`src/rtl/pwm_breath_pkg.sv`:
```
// rtl/pwm_breath_pkg.sv - shared state encoding and width constants for the breathing PWM
package pwm_breath_pkg;

  localparam int CNT_W = 8;
  localparam logic [CNT_W-1:0] DUTY_MAX = 8'd255;

  typedef enum logic [2:0] {
    IDLE    = 3'd0,
    RISE    = 3'd1,
    HOLD_HI = 3'd2,
    FALL    = 3'd3,
    HOLD_LO = 3'd4
  } state_e;

endpackage

```
`src/rtl/pwm_cmp.sv`:
```
// rtl/pwm_cmp.sv - registered duty comparator producing the PWM waveform, gated by enable
module pwm_cmp
  import pwm_breath_pkg::*;
(
  input  logic             sclk,
  input  logic             rst_n,
  input  logic             en,
  input  logic [CNT_W-1:0] cnt_in,
  input  logic [CNT_W-1:0] duty,
  output logic             pwm_out
);

  logic pwm_q;

  // High while the period count is below the duty; forced low whenever disabled.
  always_ff @(posedge sclk or negedge rst_n) begin
    if (!rst_n) begin
      pwm_q <= 1'b0;
    end else begin
      pwm_q <= en && (cnt_in < duty);
    end
  end

  assign pwm_out = pwm_q;

endmodule

```
`src/rtl/pwm_breath.sv`:
```
// rtl/pwm_breath.sv - breathing PWM ramp FSM; BREATH_HOLD_EN adds dwell periods at full/zero duty
module pwm_breath
  import pwm_breath_pkg::*;
#(
  parameter int STEP         = 1,
  parameter int HOLD_PERIODS = 16
) (
  input  logic             sclk,
  input  logic             rst_n,
  input  logic             en,
  input  logic [CNT_W-1:0] cnt_in,
  output logic             pwm_out,
  output logic [CNT_W-1:0] duty,
  output logic             period_tick,
  output logic             dir
);

  if (STEP < 1 || STEP > 128) begin : g_bad_step
    $error("pwm_breath: STEP out of range 1..128");
  end
  if (HOLD_PERIODS < 1 || HOLD_PERIODS > 255) begin : g_bad_hold
    $error("pwm_breath: HOLD_PERIODS out of range 1..255");
  end

  state_e           state_q;
  logic [CNT_W-1:0] duty_q;
  logic             dir_q;
  logic             tick_q;

  // The last count of a period: duty steps here so the new value applies from count 0.
  logic wrap;
  assign wrap = (cnt_in == DUTY_MAX);

  // Nine-bit arithmetic exposes overflow/borrow in bit 8 so saturation never wraps.
  logic [CNT_W:0] sum9;
  logic [CNT_W:0] diff9;
  assign sum9  = {1'b0, duty_q} + 9'(STEP);
  assign diff9 = {1'b0, duty_q} - 9'(STEP);

`ifdef BREATH_HOLD_EN
  localparam logic [7:0] HOLD_LAST = 8'(HOLD_PERIODS - 1);
  logic [7:0] hold_q;
`endif

  // Ramp FSM: period tick, duty stepping, direction and (optionally) dwell counting.
  always_ff @(posedge sclk or negedge rst_n) begin
    if (!rst_n) begin
      state_q <= IDLE;
      duty_q  <= '0;
      dir_q   <= 1'b0;
      tick_q  <= 1'b0;
`ifdef BREATH_HOLD_EN
      hold_q  <= '0;
`endif
    end else if (!en) begin
      state_q <= IDLE;
      duty_q  <= '0;
      dir_q   <= 1'b0;
      tick_q  <= 1'b0;
`ifdef BREATH_HOLD_EN
      hold_q  <= '0;
`endif
    end else begin
      tick_q <= 1'b0;
      unique case (state_q)
        IDLE: begin
          // Entering from idle never steps, even if this cycle is the wrap count.
          state_q <= RISE;
          duty_q  <= '0;
          dir_q   <= 1'b0;
        end
        RISE: begin
          if (wrap) begin
            tick_q <= 1'b1;
            if (sum9[CNT_W]) begin
              duty_q <= DUTY_MAX;
              dir_q  <= 1'b1;
`ifdef BREATH_HOLD_EN
              hold_q  <= '0;
              state_q <= HOLD_HI;
`else
              state_q <= FALL;
`endif
            end else begin
              duty_q <= sum9[CNT_W-1:0];
            end
          end
        end
        FALL: begin
          if (wrap) begin
            tick_q <= 1'b1;
            if (diff9[CNT_W]) begin
              duty_q <= '0;
              dir_q  <= 1'b0;
`ifdef BREATH_HOLD_EN
              hold_q  <= '0;
              state_q <= HOLD_LO;
`else
              state_q <= RISE;
`endif
            end else begin
              duty_q <= diff9[CNT_W-1:0];
            end
          end
        end
`ifdef BREATH_HOLD_EN
        HOLD_HI: begin
          // The exiting tick already takes the first downward step.
          if (wrap) begin
            tick_q <= 1'b1;
            if (hold_q == HOLD_LAST) begin
              hold_q  <= '0;
              duty_q  <= diff9[CNT_W-1:0];
              state_q <= FALL;
            end else begin
              hold_q <= hold_q + 8'd1;
            end
          end
        end
        HOLD_LO: begin
          if (wrap) begin
            tick_q <= 1'b1;
            if (hold_q == HOLD_LAST) begin
              hold_q  <= '0;
              duty_q  <= sum9[CNT_W-1:0];
              state_q <= RISE;
            end else begin
              hold_q <= hold_q + 8'd1;
            end
          end
        end
`endif
        default: begin
          state_q <= IDLE;
          duty_q  <= '0;
          dir_q   <= 1'b0;
        end
      endcase
    end
  end

  pwm_cmp u_cmp (
    .sclk    (sclk),
    .rst_n   (rst_n),
    .en      (en),
    .cnt_in  (cnt_in),
    .duty    (duty_q),
    .pwm_out (pwm_out)
  );

  assign duty        = duty_q;
  assign period_tick = tick_q;
  assign dir         = dir_q;

endmodule

```
`config.mk`:
```
export PLATFORM = sky130hd
export DESIGN_NAME = pwm_breath
export DESIGN_NICKNAME = d
export VERILOG_FILES = /design/src/rtl/pwm_breath_pkg.sv /design/src/rtl/pwm_cmp.sv /design/src/rtl/pwm_breath.sv
export SDC_FILE = /design/constraint.sdc
export NUM_CORES = 1
export LEC_CHECK = 0
export CAP_MARGIN = 20
export CORE_MARGIN = 2
export CORE_UTILIZATION = 46
export DETAILED_ROUTE_END_ITERATION = 6
export PLACE_DENSITY_LB_ADDON = 0.1
export SLEW_MARGIN = 15
export SYNTH_ARGS = -nofsm -noshare
export SYNTH_HDL_FRONTEND = slang
export SYNTH_SLANG_ARGS = --single-unit
```
`constraint.sdc`:
```
create_clock -name sclk -period 2.1 [get_ports sclk]
set_input_delay 0.315 -clock sclk [delete_from_list [all_inputs] [get_ports sclk]]
set_output_delay 0.315 -clock sclk [all_outputs]
set_load 0.02 [all_outputs]
```
; ---- Word level (Yosys, flattened, before mapping)
; Index checks and enable logic that the tools add are counted.
[totals]
ff_bits = 14
in_bits = 11
out_inout_bits = 11
elab_cells = 41
[classes]
n_addsub = 2
order_cmp = 1
eq_ne = 7
mux = 21
n_reduce_logical = 5
[ops]
columns = cell, count
row1 = $mux 8, 5
row2 = $pmux 8 s2, 1
row3 = $mux 3, 5
row4 = $ne 3x3->1 const B, 4
row5 = $add 8x1->9 const B, 1
row6 = $pmux 3 s3, 1
row7 = $sub 8x1->9 const B, 1
row8 = $eq 8x8->1 const B, 1
row9 = $lt 8x8->1, 1
row10 = $mux 1, 8
row11 = $reduce_and 4->1, 1
row12 = $eq 3x1->1 const B, 1
row13 = $eq 3x2->1 const B, 1
row14 = $logic_not 3->1, 1
row15 = $pmux 1 s2, 1
row16 = $reduce_and 2->1, 1
row17 = $reduce_or 2->1, 1
row18 = $logic_and 1x1->1, 1

; ---- Logic depth before layout (Yosys ltp)
[logic_depth]
depth_word = 5
mapped_depth = 8
mapped_depth_nobuf = 7

; ---- Modules after synthesis
; From an unflattened synthesis, not the netlist that was laid out.
[hier_totals]
cells_unflattened = 146
area_unflattened_um2 = 1124.8
[modules_own_cells]
columns = module, instances, cells_per_inst, area_per_inst_um2, seq_area_each_um2
row1 = pwm_breath, 1, 119, 915.9, 300.3
row2 = pwm_cmp, 1, 27, 209.0, 25.0

; ---- Least setup slack after synthesis
; OpenSTA, ideal clock, no wires.
[synth_path]
path_kind = register to register
startpoint = reg duty_q[1] (netlist: duty[1])
endpoint = reg dir_q (netlist: dir)
setup_ns = 0.126
arrival_ns = 1.993
required_time_ns = 1.974
setup_slack_ns = -0.019
path_stages_with_launch = 8
n_path_buf = 0
period_less_slack_ns = 2.119
cell_sequence = dfrtp_1 -> inv_1 -> ha_1 -> or4b_4 -> nor4_4 -> nand2_2 -> and4_4 -> a221o_1
[synth_between]
elab_chain_len = 3
elab_cells_between_ends = 5
classes_between = add/sub (2) / eq/ne (2) / reduce/logical (1)
[synth_lines]
columns = item, line_no
row1 = start: declaration, pwm_breath.sv:26  ; logic [CNT_W-1:0] duty_q;
row2 = start signal: assignment, pwm_breath.sv:85  ; duty_q <= sum9[CNT_W-1:0];
row3 = start signal: assignment, pwm_breath.sv:102  ; duty_q <= diff9[CNT_W-1:0];
row4 = $sub 8x1->9 / $add 8x1->9 (equally long branches), "pwm_breath.sv:38, pwm_breath.sv:37"
row5 = $ne 3x3->1 (no line), n/a
row6 = $reduce_and 4->1 (no line) *, n/a
row7 = end signal: assignment, pwm_breath.sv:50  ; dir_q <= 1'b0;
row8 = end signal: assignment, pwm_breath.sv:58  ; dir_q <= 1'b0;
row9 = end signal: assignment, pwm_breath.sv:70  ; dir_q <= 1'b0;
row10 = end: declaration, pwm_breath.sv:27  ; logic dir_q;
; Mark *: on every way between the ends. The rest lies on a longest branch, timed or not.
; A chain may end at the register's enable or synchronous reset.

; ---- Worst setup path after layout
; Ends and elaborated chain as after synthesis.

==> results.md <==
- Status: completed
- Flops & latches, synth: 13
- Critical Path Start Type: flop
- Die area: 2804 sq um
- Area share of the largest cell type after synthesis: 29.51%
- Buffers added on ports: 21
- Fraction of layout cells with a size suffix above 1: 16.97%
- CP required: 2.27 ns
- Crit. End Element: flop
- Synth async-reset ratio: 100.0%
- Leakage: 0.5703 nW
- Num CTS Buffers: 3
- Total GRT Usage: 25.73%
- Rows: 17
- DRT iter0 DRCs: 42
- Sequential power share: 53.2%
- Met1 Use GR: 33.39%
- Sw Share: 25.49%
- Clock period minus worst slack: 2.090 ns
- WL/cell: 16.42 microns
- Core Region: 2233 sq um
- Final-stage net count: 186
- # hold bufs at CTS: 0
- P&R area growth vs syn: 30.08%
- GR Util met2: 43.54%
- Synthesized net count: 157
- Global route overflow: 0
- Final setup violation count: 0
- Gate power share: 13.1%
- Synth Flop Type: dfrtp_1
- Detailed-router iteration count before antenna repair: 5
- Reg area: 327.8 sq um
- Largest cells by area after synthesis: dfrtp_1, ha_1, a21oi_1
- CTS Sinks: 13
- Starting Density: 49.36%
- FMAX: 0.4784 GHz
- FILL cells: 204
- Synth unique cells: 40
- DRC viols: 0
- Max FO, Critical Path: 4
- Root Driver: clkbuf_4
- Setup TNS Final: 0 ns
- Final ANT Viol Nets: 0
- Via-to-Cell Ratio: 6.062
- P_int: 0.3571 mW
- Clock network fraction of total power: 33.7%
- CP Data Arrival Time: 2.26 ns
- Final worst path period share: 99.55%
- NetSw: 0.1222 mW
- TritonCTS clock tree: built
- Multi-input logic area: 714.4 sq um
- Largest net degree at the start of global routing: 15
- Mean Syn Cell Area: 8.046 sq um
- CTS HTree Levels: 1
- GPL Wtd Cong: 0.9601
- Pwr per Cell Area: 334.2 nW/um^2
- Die Y: 52.95 microns
- Gate count of the mapped netlist: 137
- Hold Crit Class: in -> async
- Area leader, netlist: dfrtp_1
- EDFF count, synth: 0
- Yosys warning count: 0
- Die width: 52.95 microns
- Vias in the first global route: 1069
- Sequential area share after synthesis: 29.51%
- Mapped cell area: 1102 sq um
- Initial antenna violation count: 0
- ANT cells: 0
- Total Power: 0.4793 mW
- Clock transition at path regs: 0.09 ns
- Vias: 1170
- Maximum clock path buffer count: 2
- HPWL after DPL: 2.417 mm
- GR Util met3: 3.107%
- Most common cell after layout, fill and taps aside: clkdlybuf4s50_1
- First-pass GRT wire length: 5.112 mm
- Routed Wire Length: 3.169 mm
- Busiest grt layer: met2
- VDD IR max: 0.2749 mV
- Most frequent cells in the layout: clkdlybuf4s50_1, a21oi_1, o21ai_0, dfrtp_1, buf_4
- Clk_skew: 0.01210 ns
- Max-cap viol count: 0
- I/O Pins: 22
- Final hold vios: 0
- RSZ-0062 raised after global routing: true
- Worst-Skew Late Latency: 0.28 ns
- Setup CP Type: reg -> reg
- Slew @ Worst Pin: 0.6622 ns
- Slew Viols, Final: 0
- Slew headroom: 55.72%
[cells in the mapped netlist (all sizes together) (5+ instances only)]
master	count
a21oi	12
a31oi	5
clkbuf	6
dfrtp	13
ha	9
inv	10
nand2	10
nand2b	5
nand3	5
nand4	8
nor2	10
o21ai	11
[metal layers]
layer	vias to the layer above	part of all wire, %
met5	-	0
met4	0	1.4
met3	6	8.5
met2	68	48
met1	530	42
li1	566	-
[through the flow]
stage	instances	utilization (%)	area, sq um	hold WS [ns]	setup slack [ns]
after floorplan	137	-	1105	0.01941	0.02802
after global placement	187	61.68	1378	0.5400	0.08701
after detailed placement	187	61.68	1378	0.5788	0.03163
after CTS	191	62.86	1404	0.4481	0.02507
after global routing	193	64.20	1434	0.4799	-0.06352
final	193	64.20	1434	0.4307	0.009515
[power by group through the flow]
stage | Clock [mW] | Combinational (mW) | Sequential [mW]
after floorplan | 0 | 0.0259 | 0.259
after global placement | 0 | 0.0613 | 0.260
after detailed placement | 0 | 0.0632 | 0.260
after CTS | 0.167 | 0.0634 | 0.255
after global routing | 0.178 | 0.0706 | 0.255
final | 0.161 | 0.0630 | 0.255
[sequential cells by signal, summed over array words and instances, names as in the netlist]
register and flops:
duty 8, u_cmp.pwm_out 1, state_q 2, period_tick 1, dir 1
[cell type report]
type / instances / area share, %
multi-input combinational: 106 / 49.83
clock buffer: 4 / 1.832
timing repair buffer: 32 / 20.42
inverter: 10 / 2.618
tap: 28 / 2.443
sequential: 13 / 22.86
[path summary, 6_finish.rpt]
kind / startpoint / end / slack [ns] / cells after the start
worst min-delay path: rst_n / dir / 0.43 / 1
max in group asynchronous: rst_n / duty[1] / 1.21 / 1
min in group sclk: dir / dir / 0.61 / 1
worst max-delay path: duty[1] / dir / 0.01 / 7
worst min register to register: dir / dir / 0.61 / 1
worst max register to register: duty[1] / dir / 0.01 / 7
[critical path: stages, from the launching register on]
cell and delay, ns:
dfrtp_2 0.42, inv_2 0.08, ha_4 0.13, or4b_4 0.50
nor4_4 0.31, nand2_2 0.09, and4_4 0.20, a221o_1 0.27
[kinds of logic (layout without fill, tap and decap cells)]
group           Yosys count  in the layout  share of synthesized area [%]
simple gates             53             53                          28.04
compound gates           41             41                          22.70
buf+inv                  18             46                          7.037
flops                    13             13                          29.51
fa+ha+maj                 9              9                          10.22
xor+xnor                  2              2                          1.589
mux                       1              1                         0.9081
[repair_timing]
action / 4_1_cts / 5_1_grt
setup buffers: 0 / 2
resized for setup: 0 / 5
endpoints found under the setup margin: 0 / 2
Note: power is estimated with default switching activity, not from simulation.
==> RTL change 1 (same flow settings) <==
Set the package constant `CNT_W` to 10 (it was 8).
--- a/src/rtl/pwm_breath_pkg.sv
+++ b/src/rtl/pwm_breath_pkg.sv
@@ -1,7 +1,7 @@
 // rtl/pwm_breath_pkg.sv - shared state encoding and width constants for the breathing PWM
 package pwm_breath_pkg;
 
-  localparam int CNT_W = 8;
+  localparam int CNT_W = 10;
   localparam logic [CNT_W-1:0] DUTY_MAX = 8'd255;
 
   typedef enum logic [2:0] {
Interface: changed (resized cnt_in and duty); port bits go from 22 to 26. The function was not compared with the original's and may differ.
==> RTL change 1 against the original RTL <==
- sequential cell count rose by 2
- first-iteration DRC count rose by 100%
- largest cell class unchanged
- worst setup slack improved by 29 ps
- area after synthesis rose by 23%
- wire length rose by 29%
- final area rose by 32%
- maximum frequency rose by 1.4%
- highest routed layer unchanged
Power is not compared: it rests on default switching activity, and its combinational part moved more than twofold at a synthesized area within 25%.
==> RTL change 1: results (changes against the original RTL) <==
Placement
  • GP Congestion: 0.9713 (+1.2%)
  • Area post-placement: 1837 µm² (+33%)
  • DPL Wire Length: 3.224 mm (+33%)

Worst setup path
  • CP Max Fanout: 5 (+1)
  • Crit path max-delay family: compound AO/OA/AOI/OAI gates
  • Reg2Reg Launch Point: duty[0]$_DFFE_PN0P_
  • CP Launch Point: duty[0]$_DFFE_PN0P_
  • R2r endpoint: duty[3]$_DFFE_PN0P_
  • Worst r2r path cells: 8 (+1)

Synth
  • Yosys cell types: 42 (+5.0%)
  • Top post-synthesis cells by area: dfrtp_1 28%, ha_1 10%, a21oi_1 5.9%
  • Syn nets: 199 (+27%)
  • Synth cell count leaders: 16 x a21oi_1, 15 x dfrtp_1, 15 x o21ai_0

CTS
  • Clock Pin Slew Worst Setup and Hold Paths: 120 ps (+30 ps)
  • Later-pin clock latency in the skew report: 300 ps (+20 ps)
  • Cts repair resizes: 2 (+2)

Detailed routing
  • Via/cell ratio: 6.086 (+0.39%)
  • Met2 WL: 1.981 mm (+30%)
  • Routed met1 length: 1.655 mm (+24%)
  • WL met3: 317 µm (+18%)
  • Final WL: 4.089 mm (+29%)
  • TritonRoute pass-1 iters: 4 (-1)
  • Initial drt markers: 86 (+100%)

Final layout
  • Seq area share: 19.89% (-3.0 points)
  • Multi-input gates: 134 (+26%)
  • Buffers excl. clock: 58 (+81%)
  • Multi-input logic area: 900.9 µm² (+26%)
  • Final Net Count: 250 (+34%)

Global route
  • Vias in the first global route: 1514 (+42%)
  • GR Util met3: 2.232% (-0.88 points)
  • Largest net degree at the start of global routing: 16 (+1)
  • First-pass GRT wire length: 6.755 mm (+32%)

Timing
  • Worst Tran Pin Value: 717.2 ps (+55.03 ps)

Status
  • Status: finished clean
RTL change 1: changes by cell type after synthesis, moves of 3 or more:
cell,change
nand2_1,+5
a21oi_1,+4
clkbuf_1,+4
inv_1,+4
o21ai_0,+4
a211oi_1,+3
nand2b_1,-3
RTL change 1: metrics by stage:
stage                     setup WS, ps  hold WS (ps)  std cells  util (%)
after floorplan                  20.34         19.41        175         -
after global placement          -58.34         523.5        250     66.04
after detailed placement        -116.9         536.3        250     66.04
after CTS                        36.05         310.3        254     67.48
after global routing            -7.100         339.9        256     68.29
final                            38.64         307.7        256     68.29
RTL change 1: cells by family after synthesis:
| kind of cell | share of synthesized area, % |
|---|---|
| AO/OA/AOI/OAI | 28.72 |
| XOR/XNOR | 1.293 |
| adder cells (fa/ha/maj) | 10.16 |
| buffers and inverters | 7.941 |
| flip-flops | 27.70 |
| multiplexers | 0.7387 |
| AND/OR/NAND/NOR | 23.45 |
==> RTL change 2 (same settings) <==
Without the edit above. Re-encode `state_e` (5 states) as one-hot, 5 bits wide.
--- a/src/rtl/pwm_breath_pkg.sv
+++ b/src/rtl/pwm_breath_pkg.sv
@@ -4,12 +4,12 @@
   localparam int CNT_W = 8;
   localparam logic [CNT_W-1:0] DUTY_MAX = 8'd255;
 
-  typedef enum logic [2:0] {
-    IDLE    = 3'd0,
-    RISE    = 3'd1,
-    HOLD_HI = 3'd2,
-    FALL    = 3'd3,
-    HOLD_LO = 3'd4
+  typedef enum logic [4:0] {
+    IDLE    = 5'b00001,
+    RISE    = 5'b00010,
+    HOLD_HI = 5'b00100,
+    FALL    = 5'b01000,
+    HOLD_LO = 5'b10000
   } state_e;
 
 endpackage
Function: same outputs for any inputs over 10 cycles, from zero or initial values and one cycle with rst_n low; not proved beyond that.
==> RTL change 2 against the original RTL <==
- critical path type unchanged
- non-clock buffer count is 11 higher
- critical endpoint is now duty[7]$_DFFE_PN0P_
- sequential cell count is 1 higher
- worst setup slack better by 53 ps
- wire length is 5.1% higher
- final area is 8.6% higher
- area after synthesis is 2.4% higher
- highest routed layer unchanged
Power is not compared: it rests on default switching activity, and its combinational part moved more than twofold at a synthesized area within 25%.
==> RTL change 2: results (changes against the original RTL) <==
Power
  • VDD IR max: just under 0.5 mV
  • Clk. pwr: 0.214 mW
  • Tot Pwr: between 1 and 1.5 mW

Synth
  • Yosys reg bits: 14 (+1)
  • Cell with the most instances after synthesis: o21ai_0
  • Yosys cell types: 41 (+2.5%)
  • Syn nets: 155 (-1.3%)
  • Proportion of synthesized area in mux cells: 0% (-0.91 points)
  • Synth Area in XOR/XNOR: 2.328% (+0.74 points)
  • Post-Synth Adder-Cell Area: 9.978% (-0.24 points)
  • Part of the Yosys area used for sequential elements: 31.15% (+1.6 points)
  • Synth cell count leaders: 14 x o21ai_0, 13 x dfrtp_1, 10 x inv_1
  • Top post-synthesis cells by area: dfrtp_1 29%, ha_1 10%, o21ai_0 6.2%
  • Synth Area in Compound Gates: 27.72% (+5.0 points)
  • Mapped Avg Cell Area: 8.360 µm² (+3.9%)

Worst setup path
  • Worst r2r path cells: 6 (-1)
  • CP Max Fanout: 7 (+3)

Floorplan
  • CORE AREA: 2276 µm² (+1.9%)

Global route
  • GR Util met3: 4.722% (+1.6 points)
  • Met2 Use GR: 44.86% (+1.3 points)
  • Vias in the first global route: 1186 (+11%)
  • First-pass GRT wire length: 5.299 mm (+3.7%)
  • Tot GR Track Use: 26.03% (+0.30 points)
  • GR Layer Usage met1: 31.31% (-2.1 points)

Final layout
  • Multi-input logic portion of the cell area: 46.18% (-3.6 points)
  • Non-clk invs: 10 (unchanged)
  • Buffers excl. clock: 43 (+34%)
  • Final Net Count: 199 (+7.0%)
  • Multi-input gates: 107 (+0.94%)
  • Max reg flops: 8 (unchanged)
  • Fillers: 173 (-15%)
  • Non-clock buffering overhead: 24.10% (+3.7 points)
  • Final cell count without fillers: 206 (+6.7%)
  • Reg area: 354.1 µm² (+8.0%)
  • Clock buf/inv share: 2.329% (+0.50 points)
  • Layout cell share with drive strength beyond 1: 20.22% (+3.3 points)
  • Final core occ: 68.44% (+4.2 points)

Detailed routing
  • Initial drt markers: 84 (+100%)
  • Met2 WL: 1.580 mm (+3.8%)
  • Vias after detailed routing: 1296 (+11%)
  • Final WL: 3.332 mm (+5.1%)
  • WL met3: 291 µm (+8.2%)
  • Routed met1 length: 1.346 mm (+1.1%)

Placement
  • Area post-placement: 1486 µm² (+7.9%)
  • GP Congestion: 0.9726 (+1.3%)
  • DP Worst Slack: 22.80 ps (-8.838 ps)
  • DPL Wire Length: 2.464 mm (+2.0%)

Status
  • Status: finished clean

Timing
  • Worst Tran Pin Value: 629.0 ps (-33.20 ps)
  • Setup Skew: 6.888 ps (-5.209 ps)

CTS
  • Later-pin clock latency in the skew report: 300 ps (+20 ps)
  • Clock Pin Slew Worst Setup and Hold Paths: 110 ps (+20 ps)
-- RTL change 2: path summary, 6_finish.rpt --
| kind | start | end | slack (ps) |
|---|---|---|---|
| setup / recovery | duty[0]$_DFFE_PN0P_ | duty[7]$_DFFE_PN0P_ | 60 |
| hold / removal | rst_n | u_cmp.pwm_out$_DFF_PN0_ | 390 |
| setup reg to reg | duty[0]$_DFFE_PN0P_ | duty[7]$_DFFE_PN0P_ | 60 |
| hold reg to reg | dir$_DFFE_PN0P_ | dir$_DFFE_PN0P_ | 570 |
| max in group asynchronous | rst_n | duty[1]$_DFFE_PN0P_ | 1260 |
| min in group sclk | dir$_DFFE_PN0P_ | dir$_DFFE_PN0P_ | 570 |
-- RTL change 2: what timing repair did --
item / CTS / global route
buffers inserted: 0 / 4
resized for setup: 1 / 2
gates cloned: 0 / 0
endpoints found under the setup margin: 1 / 6
-- RTL change 2: critical path: stages, from the launching register on --
cell and delay (ps):
dfrtp_2 480, buf_4 150, or4_4 530, nand2b_4 170
or4_1 400, o21ai_1 100, a22o_1 150
